==> config.mk <==
export PLATFORM = sky130hd
export DESIGN_NAME = mem_dump_ctrl
export DESIGN_NICKNAME = d
export VERILOG_FILES = /design/src/rtl/mem_dump_pkg.sv /design/src/rtl/mem_dump_ctrl_trigger.sv /design/src/rtl/mem_dump_ctrl.sv
export SDC_FILE = /design/constraint.sdc
export NUM_CORES = 1
export LEC_CHECK = 0
export ABC_AREA = 1
export BUFFER_PORTS_ARGS = -buffer_cell sky130_fd_sc_hd__buf_4
export CORE_MARGIN = 1.5
export CORE_UTILIZATION = 40
export DETAILED_ROUTE_END_ITERATION = 6
export PLACE_DENSITY = 0.72
export SETUP_SLACK_MARGIN = 0.15
export SYNTH_ARGS = -nofsm -noshare
export SYNTH_HDL_FRONTEND = slang
export SYNTH_SLANG_ARGS = --single-unit
==> constraint.sdc <==
create_clock -name clk -period 2.95 [get_ports clk]
set_input_delay 0.59 -clock clk [delete_from_list [all_inputs] [get_ports clk]]
set_output_delay 0.59 -clock clk [all_outputs]
set_load 0.03 [all_outputs]
==> src/rtl/mem_dump_pkg.sv <==
// Shared definitions for the data-memory dump controller: controller states
// and the default geometry of a dump run.
package mem_dump_pkg;

  localparam int unsigned       DEF_DATA_W         = 32;
  localparam int unsigned       DEF_ADDR_W         = 10;
  localparam int unsigned       DEF_PC_W           = 32;
  localparam logic [31:0]       DEF_END_PC         = 32'h0000_008c;
  localparam int unsigned       DEF_BASE_ADDR      = 32;
  localparam int unsigned       DEF_NUM_WORDS      = 96;
  localparam int unsigned       DEF_WORDS_PER_LINE = 16;

  typedef enum logic [2:0] {
    ST_IDLE,
    ST_HALT,
    ST_READ,
    ST_WAIT,
    ST_SEND,
    ST_DONE
  } dump_state_e;

endpackage

==> src/rtl/mem_dump_ctrl_trigger.sv <==
// Start-of-dump detector: fires on the cycle pc arrives at END_PC, or on a
// manual force_start.
module dump_trigger
  import mem_dump_pkg::*;
#(
  parameter int unsigned     PC_W   = DEF_PC_W,
  parameter logic [PC_W-1:0] END_PC = PC_W'(DEF_END_PC)
) (
  input  logic            clk,
  input  logic            reset,
  input  logic [PC_W-1:0] pc_i,
  input  logic            force_start_i,
  output logic            trig_o
);

  logic [PC_W-1:0] prevPc_q;
  logic            firstCycle_q;
  logic            atEnd;

  always_ff @(posedge clk or negedge reset) begin
    if (!reset) begin
      prevPc_q     <= '0;
      firstCycle_q <= 1'b1;
    end else begin
      prevPc_q     <= pc_i;
      firstCycle_q <= 1'b0;
    end
  end

  // The first-cycle flag lets a pc already sitting at END_PC out of reset count as an arrival.
  assign atEnd  = (pc_i == END_PC);
  assign trig_o = force_start_i | (atEnd & ((prevPc_q != END_PC) | firstCycle_q));

endmodule

==> src/rtl/mem_dump_ctrl.sv <==
// Halts the processor when it reaches END_PC and streams a window of data
// memory out over a valid/ready port, one word per READ/WAIT/SEND round.
module mem_dump_ctrl
  import mem_dump_pkg::*;
#(
  parameter int unsigned     DATA_W         = DEF_DATA_W,
  parameter int unsigned     ADDR_W         = DEF_ADDR_W,
  parameter int unsigned     PC_W           = DEF_PC_W,
  parameter logic [PC_W-1:0] END_PC         = PC_W'(DEF_END_PC),
  parameter int unsigned     BASE_ADDR      = DEF_BASE_ADDR,
  parameter int unsigned     NUM_WORDS      = DEF_NUM_WORDS,
  parameter int unsigned     WORDS_PER_LINE = DEF_WORDS_PER_LINE
) (
  input  logic              clk,
  input  logic              reset,
  input  logic [PC_W-1:0]   pc,
  input  logic              force_start,
  input  logic              clear,
  output logic              halt_req,
  output logic              mem_rd_en,
  output logic [ADDR_W-1:0] mem_addr,
  input  logic [DATA_W-1:0] mem_rdata,
  output logic              dump_valid,
  input  logic              dump_ready,
  output logic [DATA_W-1:0] dump_data,
  output logic              dump_eol,
  output logic              dump_last,
  output logic              done
);

  localparam int unsigned       IDX_W    = $clog2(NUM_WORDS + 1);
  localparam int unsigned       LCNT_W   = $clog2(WORDS_PER_LINE + 1);
  localparam logic [IDX_W-1:0]  LAST_IDX = IDX_W'(NUM_WORDS - 1);
  localparam logic [LCNT_W-1:0] LINE_END = LCNT_W'(WORDS_PER_LINE - 1);
  localparam logic [ADDR_W-1:0] BASE_A   = ADDR_W'(BASE_ADDR);

  dump_state_e       state_q;
  logic [IDX_W-1:0]  wordIdx_q;
  logic [LCNT_W-1:0] lineCnt_q;
  logic              halt_q;
  logic              rdEn_q;
  logic [ADDR_W-1:0] addr_q;
  logic              valid_q;
  logic [DATA_W-1:0] data_q;
  logic              eol_q;
  logic              last_q;
  logic              done_q;

  logic              trigger;
  logic              lastWord;
  logic              lineEnd;
  logic [IDX_W-1:0]  idxNext;
  logic [ADDR_W-1:0] addrCur;
  logic [ADDR_W-1:0] addrNext;

  dump_trigger #(
    .PC_W   (PC_W),
    .END_PC (END_PC)
  ) u_trigger (
    .clk           (clk),
    .reset         (reset),
    .pc_i          (pc),
    .force_start_i (force_start),
    .trig_o        (trigger)
  );

  // A separate in-line counter avoids a modulo by WORDS_PER_LINE.
  assign lastWord = (wordIdx_q == LAST_IDX);
  assign lineEnd  = (lineCnt_q == LINE_END);
  assign idxNext  = wordIdx_q + IDX_W'(1);
  assign addrCur  = BASE_A + ADDR_W'(wordIdx_q);
  assign addrNext = BASE_A + ADDR_W'(idxNext);

  always_ff @(posedge clk or negedge reset) begin
    if (!reset) begin
      state_q   <= ST_IDLE;
      wordIdx_q <= '0;
      lineCnt_q <= '0;
      halt_q    <= 1'b0;
      rdEn_q    <= 1'b0;
      addr_q    <= BASE_A;
      valid_q   <= 1'b0;
      data_q    <= '0;
      eol_q     <= 1'b0;
      last_q    <= 1'b0;
      done_q    <= 1'b0;
    end else begin
      case (state_q)
        ST_IDLE: begin
          if (trigger) begin
            state_q <= ST_HALT;
            halt_q  <= 1'b1;
          end
        end
        ST_HALT: begin
          state_q <= ST_READ;
          rdEn_q  <= 1'b1;
          addr_q  <= addrCur;
        end
        ST_READ: begin
          state_q <= ST_WAIT;
          rdEn_q  <= 1'b0;
        end
        ST_WAIT: begin
          state_q <= ST_SEND;
          data_q  <= mem_rdata;
          valid_q <= 1'b1;
          eol_q   <= lineEnd | lastWord;
          last_q  <= lastWord;
        end
        ST_SEND: begin
          // Going straight to READ on the handshake keeps the 3-cycle word rate.
          if (dump_ready) begin
            valid_q <= 1'b0;
            eol_q   <= 1'b0;
            last_q  <= 1'b0;
            if (lastWord) begin
              state_q <= ST_DONE;
              done_q  <= 1'b1;
            end else begin
              state_q   <= ST_READ;
              wordIdx_q <= idxNext;
              lineCnt_q <= lineEnd ? '0 : lineCnt_q + LCNT_W'(1);
              rdEn_q    <= 1'b1;
              addr_q    <= addrNext;
            end
          end
        end
        ST_DONE: begin
          if (clear) begin
            state_q   <= ST_IDLE;
            done_q    <= 1'b0;
            halt_q    <= 1'b0;
            wordIdx_q <= '0;
            lineCnt_q <= '0;
          end
        end
        default: state_q <= ST_IDLE;
      endcase
    end
  end

  assign halt_req   = halt_q;
  assign mem_rd_en  = rdEn_q;
  assign mem_addr   = addr_q;
  assign dump_valid = valid_q;
  assign dump_data  = data_q;
  assign dump_eol   = eol_q;
  assign dump_last  = last_q;
  assign done       = done_q;

endmodule
==> results.cfg, run 1 <==
[worst_setup_path]
critPathSlowestCell = dfrtp_1
critPathKind = register to register
critPathArrivalTime_ns = 2.29
crit_fanout = 13
crit_path_end_kind = register
path_delay_family = simple AND/OR/NAND/NOR gates
required_ns = 3.20
timing.critical_path.buf_inv = 1
slowest_delay_ns = 0.50
crit_path_cell_trace = nand3_1 -> nor2_1 -> nor2_4 -> nand2_4 -> nor2_4 -> inv_1 -> a21oi_1 -> a21oi_1
critPathLaunchType = register

[clock_network]
cts_setup_buffers = 0
clk_root_buffer_cell = clkbuf_8
ctsHtreeMaxLevel = 3
clkSinkCount = 94
worst_setup_hold_path_clk_slew_ns = 0.10
cts_resized = 0
clk_latency_ns = 0.36
cts_tree = yes
max_root_sink_buffers = 2
cts_made_buffers = 9
postCtsHoldBufs = 0

[floorplanning]
die_w_microns = 100.3
fp.dieArea_sq_um = 10060
floorplan.die.height_microns = 100.3
core_area_sq_um = 9196
core.rowCount = 35
initial_core_util = 0.4120
num_io_pins = 117

[run_status]
status = completed

[synthesis]
synth_warnings = 0
number_of_synthesized_register_bits = 94
async_flop_share = 1.000
synthesis.area_per_instance_sq_um = 9.151
synth.cell_area_sq_um = 3789
synth_ff_type = dfrtp_1
synth_top_area_cell = dfrtp_1
post_synth_num_cell_types = 29
netlist.area_leader.share = 0.6077
post_synth_inst_count = 414
yosysSeqAreaShare = 0.6215
synth-edff-count = 0
synthTopCellsByArea = dfrtp_1, nand2_1, nor2_1, inv_1, o21ai_0

[layout]
regArea_sq_um = 2355
fillers = 873
multi_input_comb_area_sq_um = 1257
insertedDiodeCount = 0
syn2layout_area_growth_pct = 30.52
mostFrequentLayoutCell = nand2_1
most-common-layout-cells = nand2_1, buf_4, dfrtp_1
design.final.nets = 602
layout_cells_sized_above_1 = 0.2785

[sta]
setup_tns_ns = 0
fin_skew_ns = 0.01152
finalCritPeriodShare = 0.6921
min_period_ns = 2.042
maxSlewHeadroom = 0.6149
worst_slew_pin_slew_ns = 0.5767
setup_viol_count_final = 0
finalHoldViolations = 0
max_clock_freq_mhz = 489.8
grt_setup_unrepaired = no
timing_max_transition_violations_final = 0
layout_setup_ws_ns = 0.9084

[global_route]
first_global_vias = 2918
globalRouteOverflowTotal = 0
antenna_violations_before_repair = 0
track_usage = 0.1689
global_route_wire_length_before_repair_microns = 13190
grt_max_degree = 95

[power]
p_leak_nw = 2.590
power-per-cell-area_nw_per_um2 = 1010
max-vdd-ir-drop_v = 0.0005498
fin_total_pwr_mw = 4.994

[min_path]
hold_class = primary input to asynchronous set/reset pin

[placed_design]
place.detailed.hpwl_microns = 5690
placement.io_buffers = 114
preCtsSetupSlack_ns = 0.9324
gp_congestion = 0.7414

[route]
drt_wl_total_microns = 7872
drt_pass1_iterations = 5
antenna_left = 0
vias = 2951
vias_per_cell = 4.568
drt-wirelength-per-cell_microns = 12.19
drc = 0
detail_route.iter0.violations = 133

[flow_run]
cap_viol_max_count = 0
==> state kept, by name, summed over array words and instances (netlist names) <==
signal and cells:
done 1, dump_data 32, dump_eol 1, dump_last 1
dump_valid 1, halt_req 1, lineCnt_q 5, mem_addr 8
mem_rd_en 1, state_q 3, u_trigger.firstCycle_q 1, u_trigger.prevPc_q 32
wordIdx_q 7
==> area by class of cell <==
cell class              count  area share
repair buffers            116      0.1786
well taps                 111     0.02809
multi-input cells         279      0.2543
clock inverters             7     0.01493
flip-flops and latches     94      0.4762
clock buffers               9     0.02505
inverters                  30     0.02277
==> where the power goes <==
group / switching (mW) / internal [mW]
registers: 0.267 / 1.70
logic: 1.42 / 0.776
clock network: 0.501 / 0.334
==> metrics by stage <==
stage / std cells / area [sq um] / util / hold slack (ns)
detailed placement: 630 / 4747 / 0.5162 / 0.4604
CTS: 646 / 4945 / 0.5377 / 0.2638
global placement: 630 / 4747 / 0.5162 / 0.4545
finish: 646 / 4945 / 0.5377 / 0.2646
floorplan: 416 / 3796 / - / 0.2944
global route: 646 / 4945 / 0.5377 / 0.2711
==> routing by layer <==
layer | vias to the layer above | share of wire | global-route usage
met4 | 0 | 0.016 | 0.06176
met1 | 1354 | 0.42 | 0.2049
li1 | 1508 | - | -
met3 | 9 | 0.067 | 0.05710
met5 | - | 0 | 0
met2 | 80 | 0.50 | 0.2805
==> cells by family after synthesis <==
kind of cell | after synthesis | share of synthesized area
XOR/XNOR | 7 | 0.01618
flip-flops | 94 | 0.6215
AND/OR/NAND/NOR | 235 | 0.2576
AO/OA/AOI/OAI | 31 | 0.04359
buffers and inverters | 43 | 0.05020
other | 1 | 0.0009898
adder cells (fa/ha/maj) | 3 | 0.009909
==> path summary, 6_finish.rpt <==
check	startpoint	to	slack, ns	depth (start not counted)
min in group clk	pc[13]	u_trigger.prevPc_q[13]	0.33	1
worst min-delay path	reset	u_trigger.prevPc_q[26]	0.26	2
worst max-delay path	state_q[2]	lineCnt_q[2]	0.91	8
max in group asynchronous	reset	mem_addr[5]	2.31	2
worst max register to register	state_q[2]	lineCnt_q[2]	0.91	8
worst min register to register	dump_data[16]	dump_data[16]	0.48	2
==> Yosys cell counts (2+ instances only) <==
cell type	instances
nand2_1	162
dfrtp_1	92
nor2_1	42
inv_1	28
o21ai_0	16
nand3_1	13
xor2_1	7
buf_2	5
o21ai_1	5
a21oi_1	4
buf_4	4
nor2_4	4
nor3_1	4
o22ai_1	4
clkbuf_1	3
ha_1	3
dfstp_2	2
inv_2	2
nand2_2	2
nand2_4	2
nor2_2	2
Note: power is estimated with default switching activity, not from simulation.
==> inputs of run 2 (changes only) <==
PLACE_DENSITY = 0.74   (was 0.72)
clock period = 1.7 ns   (was 2.95 ns; I/O delays follow)
==> results.cfg, run 2 (same netlist as run 1, synthesis figures left out) <==
[floorplanning]
core_area_sq_um = 9196
num_io_pins = 117
fp.dieArea_sq_um = 10060
initial_core_util = 0.4120
floorplan.die.height_microns = 100.3
core.rowCount = 35
die_w_microns = 100.3

[worst_setup_path]
worst-r2r-cell-count = 8
timing.critical_path.buf_inv = 1
crit_path_cell_trace = buf_6 -> nand3_4 -> nor3_4 -> xor2_1 -> o21ai_1 -> ha_1 -> nand2_1 -> nand2_1
worst_r2r_endpoint = mem_addr[6]
crit_path_end_kind = register
slowest_delay_ns = 0.45
critPathSlowestCell = dfrtp_1
worst-r2r-setup-slack_ns = -0.002
worst_path_most_repeated_cell = nand2_1
path_delay_family = flip-flops
required_ns = 1.95
critPathArrivalTime_ns = 1.95
critPathKind = register to register
crit_fanout = 3
critPathLaunchType = register
regToRegStartpoint = wordIdx_q[1]

[layout]
fin_util = 0.5789
layout_cells_sized_above_1 = 0.3363
regArea_sq_um = 2357
insertedDiodeCount = 0
fillers = 807
mostFrequentLayoutCell = nand2_1
instances_no_fill = 679
design.final.nets = 635
multi_input_comb_area_sq_um = 1330
most-common-layout-cells = nand2_1, buf_4, dfrtp_1
layout.cell_area.non_filler_sq_um = 5324
syn2layout_area_growth_pct = 40.52

[route]
drt-wirelength-per-cell_microns = 12.53
drt_wl_total_microns = 8508
vias_per_cell = 4.666
drt_pass1_iterations = 4
antenna_left = 0
detail_route.iter0.violations = 111
vias = 3168
drc = 0

[clock_network]
clk_latency_ns = 0.36
clkSinkCount = 94
max_root_sink_buffers = 2
worst_setup_hold_path_clk_slew_ns = 0.10
clk_root_buffer_cell = clkbuf_8
cts_made_buffers = 9
cts_tree = yes
ctsHtreeMaxLevel = 3

[global_route]
track_usage = 0.1758
grt_max_degree = 45
globalRouteOverflowTotal = 0
antenna_violations_before_repair = 0
first_global_vias = 3149
global_route_wire_length_before_repair_microns = 14000

[sta]
finalCritPeriodShare = 1.001
layout_setup_ws_ns = -0.001513
worst_slew_pin_slew_ns = 0.5664
fin_skew_ns = 0.01094
min_period_ns = 1.702
setup_viol_count_final = 1
setup_tns_ns = -0.001513
finalHoldViolations = 0
timing_max_transition_violations_final = 0
maxSlewHeadroom = 0.6224
max_clock_freq_mhz = 587.7
grt_setup_unrepaired = yes

[placed_design]
placement.io_buffers = 114
gp_congestion = 0.7805
numPlacedInstances = 641
place.detailed.hpwl_microns = 5887
post_placement_cell_area_sq_um = 4855

[power]
power.combinational.fraction = 0.469
fin_total_pwr_mw = 9.437
power_switching_share = 0.4228
total_switching_power_mw = 3.990
power-per-cell-area_nw_per_um2 = 1773
seqPwrFrac = 0.364
internal_dissipation_mw = 5.447
p_leak_nw = 2.792
share_clk_of_total_power = 0.167
max-vdd-ir-drop_v = 0.0009909

[min_path]
hold_class = primary input to register
worst_hold_path.endpoint = u_trigger.prevPc_q[14]
start_point_of_the_worst_min_delay_path = pc[14]
hold_path_depth = 1

[flow_run]
cap_viol_max_count = 0

[run_status]
violations = negative setup slack
status = finished with violations
## run 2: layer usage
layer  share of wire  wire, microns  GRT usage
met1            0.42           3531     0.2099
met2            0.50           4281     0.2983
met3           0.064            541    0.05919
met4           0.018            154    0.05959
met5               0              0          0
## run 2: worst max-delay path by stage
stage | cells past startpoint | to | startpoint | slack, ns
CTS | 10 | mem_addr[6] | wordIdx_q[0] | 0.03
global route | 10 | mem_addr[6] | wordIdx_q[1] | -0.10
detailed placement | 9 | lineCnt_q[2] | wordIdx_q[0] | -0.005
finish | 8 | mem_addr[6] | wordIdx_q[1] | -0.002
floorplan | 10 | mem_addr[6] | wordIdx_q[0] | 0.07
global placement | 10 | mem_addr[6] | wordIdx_q[0] | 0.03
## run 2: final cells by class
type	count	area share
repair buffers	148	0.2197
multi-input cells	280	0.2498
flip-flops and latches	94	0.4428
well taps	111	0.02609
clock inverters	6	0.01363
inverters	30	0.02209
clock buffers	10	0.02585
## run 2: power groups by stage
stage | clock [mW] | sequential, mW | combinational (mW)
floorplan | 0 | 4.33 | 1.63
global placement | 0 | 3.40 | 3.98
detailed placement | 0 | 3.42 | 4.10
CTS | 1.61 | 3.40 | 4.22
global route | 1.73 | 3.52 | 4.87
finish | 1.57 | 3.44 | 4.42
## run 2: through the flow
step / worst slack, ns / hold WS (ns)
2_1_floorplan: 0.07221 / 0.04441
4_1_cts: 0.02524 / 0.07065
3_5_place_dp: -0.004830 / 0.3719
5_1_grt: -0.1016 / 0.05715
6_report: -0.001513 / 0.08853
3_3_place_gp: 0.03210 / 0.3664
## run 2: timing repair
| item | CTS | global route |
|---|---|---|
| hold endpoints to repair | 40 | 0 |
| pin swaps | 3 | 8 |
| gates resized for setup | 9 | 17 |
| setup endpoints to repair | 22 | 49 |
| setup buffers | 10 | 10 |
| cloned | 1 | 0 |
| hold buffers | 1 | 0 |
